--- config.mk ---
export PLATFORM = sky130hd
export DESIGN_NAME = serial_bus_master
export DESIGN_NICKNAME = d
export VERILOG_FILES = /design/src/rtl/serial_link_pkg.sv /design/src/rtl/serial_frame_rx.sv /design/src/rtl/serial_bus_master.sv
export SDC_FILE = /design/constraint.sdc
export NUM_CORES = 1
export LEC_CHECK = 0
export CAP_MARGIN = 0
export CORE_MARGIN = 2
export CORE_UTILIZATION = 57
export CTS_CLUSTER_SIZE = 30
export DETAILED_ROUTE_END_ITERATION = 12
export PLACE_DENSITY = 0.83
export SYNTH_ARGS = -nofsm -noshare
export SYNTH_HDL_FRONTEND = slang
export SYNTH_HIERARCHICAL = 1
export SYNTH_SLANG_ARGS = --single-unit
--- constraint.sdc ---
create_clock -name clk -period 8.11 [get_ports clk]
set_input_delay 1.622 -clock clk [delete_from_list [all_inputs] [get_ports clk]]
set_output_delay 1.622 -clock clk [all_outputs]
set_load 0.05 [all_outputs]
--- src/rtl/serial_link_pkg.sv ---
// Framing constants, FSM state type and frame builder shared by the serial
// register bus master and receiver.
package serial_link_pkg;

    localparam int unsigned FRAME_BITS = 13;
    localparam logic [7:0]  OP_WRITE   = 8'h01;
    localparam logic [7:0]  OP_READ    = 8'h02;

    typedef enum logic [1:0] {IDLE, SEND, WAIT_RSP, DONE} state_t;

    // Line order, MSB first: 0, 1, flag, byte[7:0], 0, 0.
    function automatic logic [FRAME_BITS-1:0] build_frame(input logic flag, input logic [7:0] data);
        return {2'b01, flag, data, 2'b00};
    endfunction

endpackage

--- src/rtl/serial_frame_rx.sv ---
// Serial frame receiver: input register, 12-bit shifter and frame detect.
// Reports one frame_valid cycle per received frame.
module serial_frame_rx
    import serial_link_pkg::*;
(
    input  logic       clk,
    input  logic       rst_n,
    input  logic       ser_in,
    output logic       frame_valid,
    output logic       frame_flag,
    output logic [7:0] frame_byte
);

    logic                  ser_q;
    logic [FRAME_BITS-2:0] rx;

    always_ff @(posedge clk or negedge rst_n) begin
        if (!rst_n) begin
            ser_q <= 1'b0;
            rx    <= '0;
        end else begin
            ser_q <= ser_in;
            // Clearing drops the next frame's leading 0, which the zeroed rx already represents.
            rx    <= frame_valid ? '0 : {rx[FRAME_BITS-3:0], ser_q};
        end
    end

    assign frame_valid = rx[FRAME_BITS-2] && (rx[1:0] == 2'b00);
    assign frame_flag  = rx[FRAME_BITS-3];
    assign frame_byte  = rx[FRAME_BITS-4 -: 8];

endmodule

--- src/rtl/serial_bus_master.sv ---
// Handshaked command/response master for the 13-bit-framed serial register bus,
// with response timeout, byte-count error reporting and traffic counters.
module serial_bus_master
    import serial_link_pkg::*;
#(
    parameter int unsigned ADDR_W  = 16,
    parameter int unsigned DATA_W  = 16,
    parameter int unsigned TIMEOUT = 1023
) (
    input  logic              clk,
    input  logic              rst_n,
    input  logic              cmd_valid,
    output logic              cmd_ready,
    input  logic              cmd_wr,
    input  logic [ADDR_W-1:0] cmd_addr,
    input  logic [DATA_W-1:0] cmd_wdata,
    output logic              rsp_valid,
    output logic [DATA_W-1:0] rsp_rdata,
    output logic [7:0]        rsp_status,
    output logic              rsp_timeout,
    output logic              rsp_err,
    output logic              busy,
    output logic              ser_out,
    input  logic              ser_in,
    output logic [15:0]       bytes_sent,
    output logic [15:0]       bytes_seen
);

    if (ADDR_W % 8 != 0 || ADDR_W < 8 || ADDR_W > 64) begin : g_bad_addr_w
        $error("ADDR_W must be a multiple of 8 in 8..64");
    end
    if (DATA_W % 8 != 0 || DATA_W < 8 || DATA_W > 64) begin : g_bad_data_w
        $error("DATA_W must be a multiple of 8 in 8..64");
    end
    if (TIMEOUT < 1) begin : g_bad_timeout
        $error("TIMEOUT must be at least 1");
    end

    localparam int unsigned   PW     = ADDR_W + DATA_W;
    localparam int unsigned   TW     = $clog2(TIMEOUT + 1);
    localparam logic [TW-1:0] T_LAST = TW'(TIMEOUT - 1);
    localparam logic [4:0]    NB_WR  = 5'((ADDR_W + DATA_W) / 8);
    localparam logic [4:0]    NB_RD  = 5'(ADDR_W / 8);
    localparam logic [7:0]    NRX_RD = 8'(DATA_W / 8);
    localparam logic [3:0]    TOP_BIT = 4'(FRAME_BITS - 1);

    state_t                state, state_nxt;
    logic                  started, accept;
    logic                  wr_q, sel_wr;
    logic [PW-1:0]         payload_q, sel_payload;
    logic [4:0]            frame_idx, nxt_idx, nbytes, byte_sel;
    logic [3:0]            bit_pos, nxt_pos;
    logic                  frame_end, last_frame, ser_nxt;
    logic [FRAME_BITS-1:0] frame_word;
    logic [TW-1:0]         tcnt;
    logic [DATA_W-1:0]     acc;
    logic [7:0]            nrx;
    logic [15:0]           sent_cnt, seen_cnt;
    logic                  rx_valid, rx_flag;
    logic [7:0]            rx_byte;

    serial_frame_rx u_rx (
        .clk         (clk),
        .rst_n       (rst_n),
        .ser_in      (ser_in),
        .frame_valid (rx_valid),
        .frame_flag  (rx_flag),
        .frame_byte  (rx_byte)
    );

    assign busy       = !cmd_ready;
    assign accept     = cmd_valid && cmd_ready;
    assign bytes_sent = sent_cnt;
    assign bytes_seen = seen_cnt;

    always_ff @(posedge clk or negedge rst_n) begin
        if (!rst_n) state <= IDLE;
        else        state <= state_nxt;
    end

    always_comb begin
        state_nxt = state;
        cmd_ready = started && (state == IDLE);
        rsp_valid = (state == DONE);
        case (state)
            IDLE:     if (cmd_valid && cmd_ready) state_nxt = SEND;
            SEND:     if (frame_end && last_frame) state_nxt = WAIT_RSP;
            WAIT_RSP: if ((rx_valid && rx_flag) || tcnt == T_LAST) state_nxt = DONE;
            DONE:     state_nxt = IDLE;
            default:  state_nxt = IDLE;
        endcase
    end

    // Look one bit ahead so ser_out stays a plain register; in IDLE this selects frame 0 of the incoming command.
    always_comb begin
        sel_wr      = (state == IDLE) ? cmd_wr : wr_q;
        sel_payload = (state == IDLE) ? {cmd_wdata, cmd_addr} : payload_q;
        nbytes      = sel_wr ? NB_WR : NB_RD;
        frame_end   = (bit_pos == 4'd0);
        last_frame  = (frame_idx == nbytes);
        nxt_idx     = (state == IDLE) ? 5'd0 : (frame_end ? frame_idx + 5'd1 : frame_idx);
        nxt_pos     = (state == IDLE || frame_end) ? TOP_BIT : bit_pos - 4'd1;
        byte_sel    = nbytes - 5'd1 - nxt_idx;
        if (nxt_idx == nbytes)
            frame_word = build_frame(1'b1, sel_wr ? OP_WRITE : OP_READ);
        else
            frame_word = build_frame(1'b0, 8'(sel_payload >> {byte_sel, 3'b000}));
        ser_nxt = 1'b0;
        if ((state == IDLE && accept) || (state == SEND && !(frame_end && last_frame)))
            ser_nxt = frame_word[nxt_pos];
    end

    always_ff @(posedge clk or negedge rst_n) begin
        if (!rst_n) begin
            started     <= 1'b0;
            wr_q        <= 1'b0;
            payload_q   <= '0;
            frame_idx   <= '0;
            bit_pos     <= '0;
            ser_out     <= 1'b0;
            tcnt        <= '0;
            acc         <= '0;
            nrx         <= '0;
            sent_cnt    <= '0;
            seen_cnt    <= '0;
            rsp_rdata   <= '0;
            rsp_status  <= '0;
            rsp_timeout <= 1'b0;
            rsp_err     <= 1'b0;
        end else begin
            started <= 1'b1;
            ser_out <= ser_nxt;
            if (rx_valid) seen_cnt <= seen_cnt + 16'd1;
            case (state)
                IDLE: if (accept) begin
                    wr_q        <= cmd_wr;
                    payload_q   <= {cmd_wdata, cmd_addr};
                    frame_idx   <= '0;
                    bit_pos     <= TOP_BIT;
                    acc         <= '0;
                    nrx         <= '0;
                    rsp_rdata   <= '0;
                    rsp_status  <= '0;
                    rsp_timeout <= 1'b0;
                    rsp_err     <= 1'b0;
                end
                SEND: begin
                    frame_idx <= nxt_idx;
                    bit_pos   <= nxt_pos;
                    tcnt      <= '0;
                    if (frame_end) sent_cnt <= sent_cnt + 16'd1;
                end
                WAIT_RSP: begin
                    if (rx_valid && !rx_flag) begin
                        acc <= DATA_W'({acc, rx_byte});
                        nrx <= nrx + 8'd1;
                    end
                    if (rx_valid && rx_flag) begin
                        rsp_status <= rx_byte;
                        if (nrx != (wr_q ? 8'd0 : NRX_RD)) rsp_err   <= 1'b1;
                        else                               rsp_rdata <= acc;
                    end else if (tcnt == T_LAST) begin
                        rsp_timeout <= 1'b1;
                    end else begin
                        tcnt <= tcnt + TW'(1);
                    end
                end
                default: ;
            endcase
        end
    end

endmodule

==> reports/results.ini, run 1 <==
[logic_synthesis]
yosys_warnings=6
ys_seq_elements=151
async_flop_share_pct=100
synth_cell_type_count=59
yosys.area.top_type_share_pct=53.1
ys_seq_area_share_pct=53.1
synth_edf_count=0
avgSynthCellArea_um2=10.7
synthTopCellsByArea=dfrtp_1, mux2_2, nand2_1, nand3_1, xnor2_1
syn_nets=713
synth_area_mm2=0.00712
synth_ff_type=dfrtp_1
syn_inst=662
yosysTopAreaCell=dfrtp_1

[power]
power.share.switching_pct=24.4
p_leak_nw=4.10
p_switching_uw=416
ir_drop_v=0.000176
power_frac_seq_pct=46.7
power.total_mw=1.71
clock_power_share_pct=46.7
power.share.combinational_pct=6.6
powerDensity_mw_per_mm2=195
p_int_mw=1.29

[sta]
layout_min_cycle_time_ns=4.22
slew_headroom_pct=24.9
setup_slack_ns=3.89
setup_violations=0
fmax_mhz=237
finalClockSkew_ns=0.00665
grt_setup_unrepaired=false
hold_viol=0
worst_slew_pin_slew_ns=1.13
hold_ws_ns=0.400
report.final.slew_viol_count=0
min_period_over_period_pct=52.1
tns_ns=0

[setup_path]
critical_path_class=in2reg
r2r-start=bit_pos[0]
critPathArrivalTime_ns=4.50
rr_endpoint=ser_out
ff2ff_path_depth=11
path_buf_inv=1
crit_path_start_kind=input port
reg2reg_slack_ns=3.91
path_cells=clkdlybuf4s50_1 > mux2_2 > ha_1 > mux4_2 > o32ai_1 > nor4b_1 > nor4_1 > a2111oi_2
worst_setup_path_end_kind=flip-flop
max_stage_delay_ns=0.82
path_max_fanout=18
crit_slowest_cell=ha_1
critPathTopFamily=multiplexers
worstPathRequired_ns=8.39
crit_cells=8

[cells_and_area]
postLayoutCellArea_mm2=0.00876
layout-drive-gt1-share_pct=13.6
fin_cells=925
final_cell_mix=dfrtp_1, clkdlybuf4s50_1, nand2_1
final_common_cell=dfrtp_1
post-route-util_pct=72.3
syn_to_final_growth_pct=23.1
nNetsFinal=795
num_antenna_cells=0

[clocking]
ctsRootBufferMaster=clkbuf_16
cts_tree=yes
clk_pin_slew_ns=0.06
htree_num_levels=4
clock-sinks=151
post_cts_resized=0
cts_max_path_buffers=2
clock_latency_ns=0.43
postCtsHoldBufs=0
cts_setup_buffers=0
cts_made_buffers=17

[floorplanning]
io_pins=99
dieArea_mm2=0.0134
core_area_mm2=0.0121
die_h_um=116
rows=40
die_width_um=116
start_util_pct=58.7

[status]
status=complete, no violations

[min_path]
min_to=u_rx/rx[1]
min_path_type=reg2reg
min_path_cells=0
hold_start=u_rx/rx[0]

[global_route]
grt_antenna_before_repair=0
grt_max_degree=96
grt_pass1_wl_um=25300
grt_pass1_vias=5177
gr-usage-all-layers_pct=24.2
overflow=0

[route]
drt-total-wl_um=15000
post_drt_wl_per_cell_um=16.2
dr.pass1.iters=5
num_vias=5183
drc=0
drt-vias-per-instance=5.60
first_iter_violations=381
ant_nets=0

[placement]
pre_cts_ws_ns=3.46
numPortBuffers=98
dp_hpwl_um=10000
gp_congestion=0.875
dp.cells=893
postPlaceCellArea_mm2=0.00816

[run]
cap_violations=0

## cell usage after synthesis (all sizes together), types with 3 or more instances
cell      n
a31oi     6
nor4      3
and2      3
nand2b    5
nand2    82
a21oi     8
nor2b    14
nand3b    3
nor3      4
o31ai     4
buf      23
xnor2    31
ha       14
and3      8
nor2     37
xor2     19
inv      31
clkbuf   18
a22o      8
o21ai    33
mux2     40
mux2i    10
nor3b     4
or3       3
a22oi     3
nand4     8
dfrtp   151
mux4      6
nand3    59
## metal layers
layer  part of all wire [%]  global-route usage, %  wire length, um
met1                     44                   31.9             6550
met2                     50                   39.3             7430
met3                    4.8                   5.18              713
met4                    1.8                   10.1              263
met5                      0                      0                0
## worst max-delay path by stage
| stage | from | to | slack [ns] |
|---|---|---|---|
| 2_1_floorplan | state[0] | cmd_ready | 4.40 |
| 3_3_place_gp | cmd_wr | ser_out | 3.59 |
| 3_5_place_dp | cmd_wr | ser_out | 3.46 |
| 4_1_cts | cmd_wr | ser_out | 3.86 |
| 5_1_grt | bit_pos[0] | ser_out | 3.56 |
| 6_report | cmd_wr | ser_out | 3.89 |
## kinds of logic after synthesis
family / Yosys count / synth area share (%)
AOI/OAI and AO/OA: 78 / 7.19
xor gates and xnor gates: 50 / 6.15
adders and majority gates: 14 / 2.46
buffers and inverters: 72 / 4.54
DFF: 151 / 53.1
muxes: 56 / 9.64
other: 1 / 0.0527
and+or+nand+nor: 240 / 16.9
## final cells by class
type / count / area, um2
Sequential cell: 151 / 3780
Fill cell: 877 / 3350
Multi-Input combinational cell: 439 / 3020
Timing Repair Buffer: 104 / 1030
Inverter: 31 / 116
Tap cell: 168 / 210
Clock buffer: 18 / 439
Clock inverter: 14 / 164
## power groups by stage
stage / combinational (mW) / clock (mW) / sequential, mW
5_1_grt: 0.120 / 0.843 / 0.799
3_3_place_gp: 0.109 / 0 / 0.808
4_1_cts: 0.114 / 0.808 / 0.796
3_5_place_dp: 0.112 / 0 / 0.810
2_1_floorplan: 0.0385 / 0 / 0.832
6_report: 0.112 / 0.798 / 0.797
## flip-flops by register name, indices dropped and copies added, names as in the netlist, 2 cells and up
register,flops
rsp_status,8
state,2
frame_idx,5
u_rx/rx,12
bytes_sent,16
bytes_seen,16
payload_q,32
tcnt,10
acc,16
rsp_rdata,16
nrx,8
bit_pos,4
No activity file was read; power rests on OpenSTA's default activity.
==> inputs of run 2 (changes only) <==
- CORE_UTILIZATION: 57 -> 55
- PLACE_DENSITY: 0.83 -> 0.8
- clock period: 8.11 -> 3.9 ns (I/O delays scaled with it)
==> run 2 against run 1 <==
  * Total power increased by 120%
  * Clock skew increased by 0.0011 ns
  * Flip-flop and latch count unchanged
  * Highest routed layer unchanged
==> reports/results.ini, run 2 (synthesis results as in run 1) <==
[status]
status=complete, no violations

[route]
post_drt_wl_per_cell_um=16.1  ; -0.49%
first_iter_violations=441  ; +16%
num_vias=5159  ; -0.46%
ant_nets=0  ; unchanged
drt-vias-per-instance=5.53  ; -1.3%
drt-total-wl_um=15000  ; +0.37%
drc=0  ; unchanged
dr.pass1.iters=5  ; unchanged

[cells_and_area]
syn_to_final_growth_pct=24.7
final_common_cell=dfrtp_1
postLayoutCellArea_mm2=0.00887  ; +1.3%
final_cell_mix=dfrtp_1, clkdlybuf4s50_1, nand2_1
largest_reg_flops=32  ; unchanged
layout-drive-gt1-share_pct=14.1  ; +0.45 points
final-seq-area_mm2=0.00378  ; unchanged
fillCellCount=921  ; +5.0%
nNetsFinal=799  ; +0.50%
multi_input_area_mm2=0.00302  ; unchanged
num_antenna_cells=0  ; unchanged
top_register=payload_q

[sta]
setup_slack_ns=0.539  ; -3.35 ns
report.final.slew_viol_count=0  ; unchanged
layout_min_cycle_time_ns=3.36
setup_violations=0  ; unchanged
slew_headroom_pct=46.1  ; +21 points
fmax_mhz=298
min_period_over_period_pct=86.2
hold_ws_ns=0.403  ; +0.00300 ns
hold_viol=0  ; unchanged
finalClockSkew_ns=0.00777  ; +0.00112 ns
worst_slew_pin_slew_ns=0.809  ; -0.317 ns
tns_ns=0  ; unchanged
grt_setup_unrepaired=false

[min_path]
min_path_cells=0  ; unchanged
min_path_type=reg2reg

[placement]
numPortBuffers=98  ; unchanged
pre_cts_ws_ns=0.396  ; -3.06 ns
dp_hpwl_um=10100  ; +0.62%
postPlaceCellArea_mm2=0.00820  ; +0.58%
gp_congestion=0.911  ; +4.1%

[setup_path]
critPathArrivalTime_ns=3.64  ; -0.86 ns
path_cells=inv_1 > ha_1 > nor3b_4 > mux2i_1 > or2_2 > ha_1 > buf_4 > mux4_2 > nand2_1 > a22oi_1 > nor4_1 > a2111oi_2
ff2ff_path_depth=12  ; +1
max_stage_delay_ns=0.53  ; -0.29 ns
worstPathRequired_ns=4.18  ; -4.21 ns
crit_top_cell=ha_1
path_max_fanout=10  ; -8
crit_slowest_cell=ha_1
critical_path_class=reg2reg
worst_setup_path_end_kind=flip-flop
crit_path_start_kind=flip-flop

[power]
powerDensity_mw_per_mm2=420  ; +120%
p_leak_nw=4.16  ; +1.3%
power.total_mw=3.73  ; +120%
ir_drop_v=0.000321  ; +82%

[floorplanning]
die_width_um=118  ; +1.7%
dieArea_mm2=0.0139  ; +3.5%
io_pins=99  ; unchanged
rows=41  ; +2.5%
die_h_um=118  ; +1.7%
start_util_pct=56.4  ; -2.4 points
core_area_mm2=0.0126  ; +4.2%

[clocking]
clk_pin_slew_ns=0.06  ; about the same
postCtsHoldBufs=0  ; unchanged
cts_made_buffers=17  ; unchanged
post_cts_resized=0  ; unchanged
cts_setup_buffers=0  ; unchanged
ctsRootBufferMaster=clkbuf_16
clock_latency_ns=0.42  ; about the same
cts_tree=yes
clock-sinks=151  ; unchanged
htree_num_levels=4  ; unchanged
cts_max_path_buffers=2  ; unchanged

[global_route]
grt_max_degree=89  ; -7.3%
grt_pass1_wl_um=25200  ; -0.16%
overflow=0  ; unchanged
grt_pass1_vias=5173  ; -0.077%
gr-usage-all-layers_pct=22.6  ; -1.6 points
grt_antenna_before_repair=0  ; unchanged

[run]
cap_violations=0  ; unchanged

-- run 2: power by group --
group	total, mW	switching (mW)	internal [mW]
logic	0.235	0.135	0.100
clock network	1.84	0.660	1.18
registers	1.66	0.0490	1.61
-- run 2: worst max-delay path, delay by kind of cell (launching register included) --
family | cells | cell delay [ns]
fa+ha+maj | 2 | 0.75
flops | 1 | 0.43
simple gates | 4 | 0.87
mux | 2 | 0.61
compound gates | 2 | 0.14
buf+inv | 2 | 0.41
-- run 2: worst paths after layout --
path | startpoint | end | slack, ns
max | bit_pos[0] | ser_out | 0.54
max in group asynchronous | rst_n | frame_idx[1] | 2.63
min reg2reg | u_rx/rx[0] | u_rx/rx[1] | 0.40
max reg2reg | bit_pos[0] | ser_out | 0.54
min in group asynchronous | rst_n | bytes_sent[7] | 0.42
min | u_rx/rx[0] | u_rx/rx[1] | 0.40
-- run 2: per-layer routing --
metal | up-vias | GRT usage, % | part of all wire (%)
li1 | 2428 | - | -
met1 | 2562 | 29.7 | 45
met2 | 148 | 37.1 | 49
met3 | 21 | 4.75 | 4.7
met4 | 0 | 8.28 | 1.6
met5 | - | 0 | 0
-- run 2: per-stage QoR --
stage	std cells	utilization [%]
final	933	70.3
after global routing	933	70.3
after CTS	933	70.3
after detailed placement	901	65.0
after global placement	901	65.0
after floorplan	662	-
-- run 2: final cells by class --
| class | instances | area share [%] |
|---|---|---|
| inverter | 31 | 1.31 |
| tap | 172 | 2.43 |
| timing repair buffer | 108 | 12.1 |
| sequential | 151 | 42.6 |
| multi-input combinational | 439 | 34.1 |
| clock buffer | 19 | 5.10 |
| clock inverter | 13 | 2.45 |
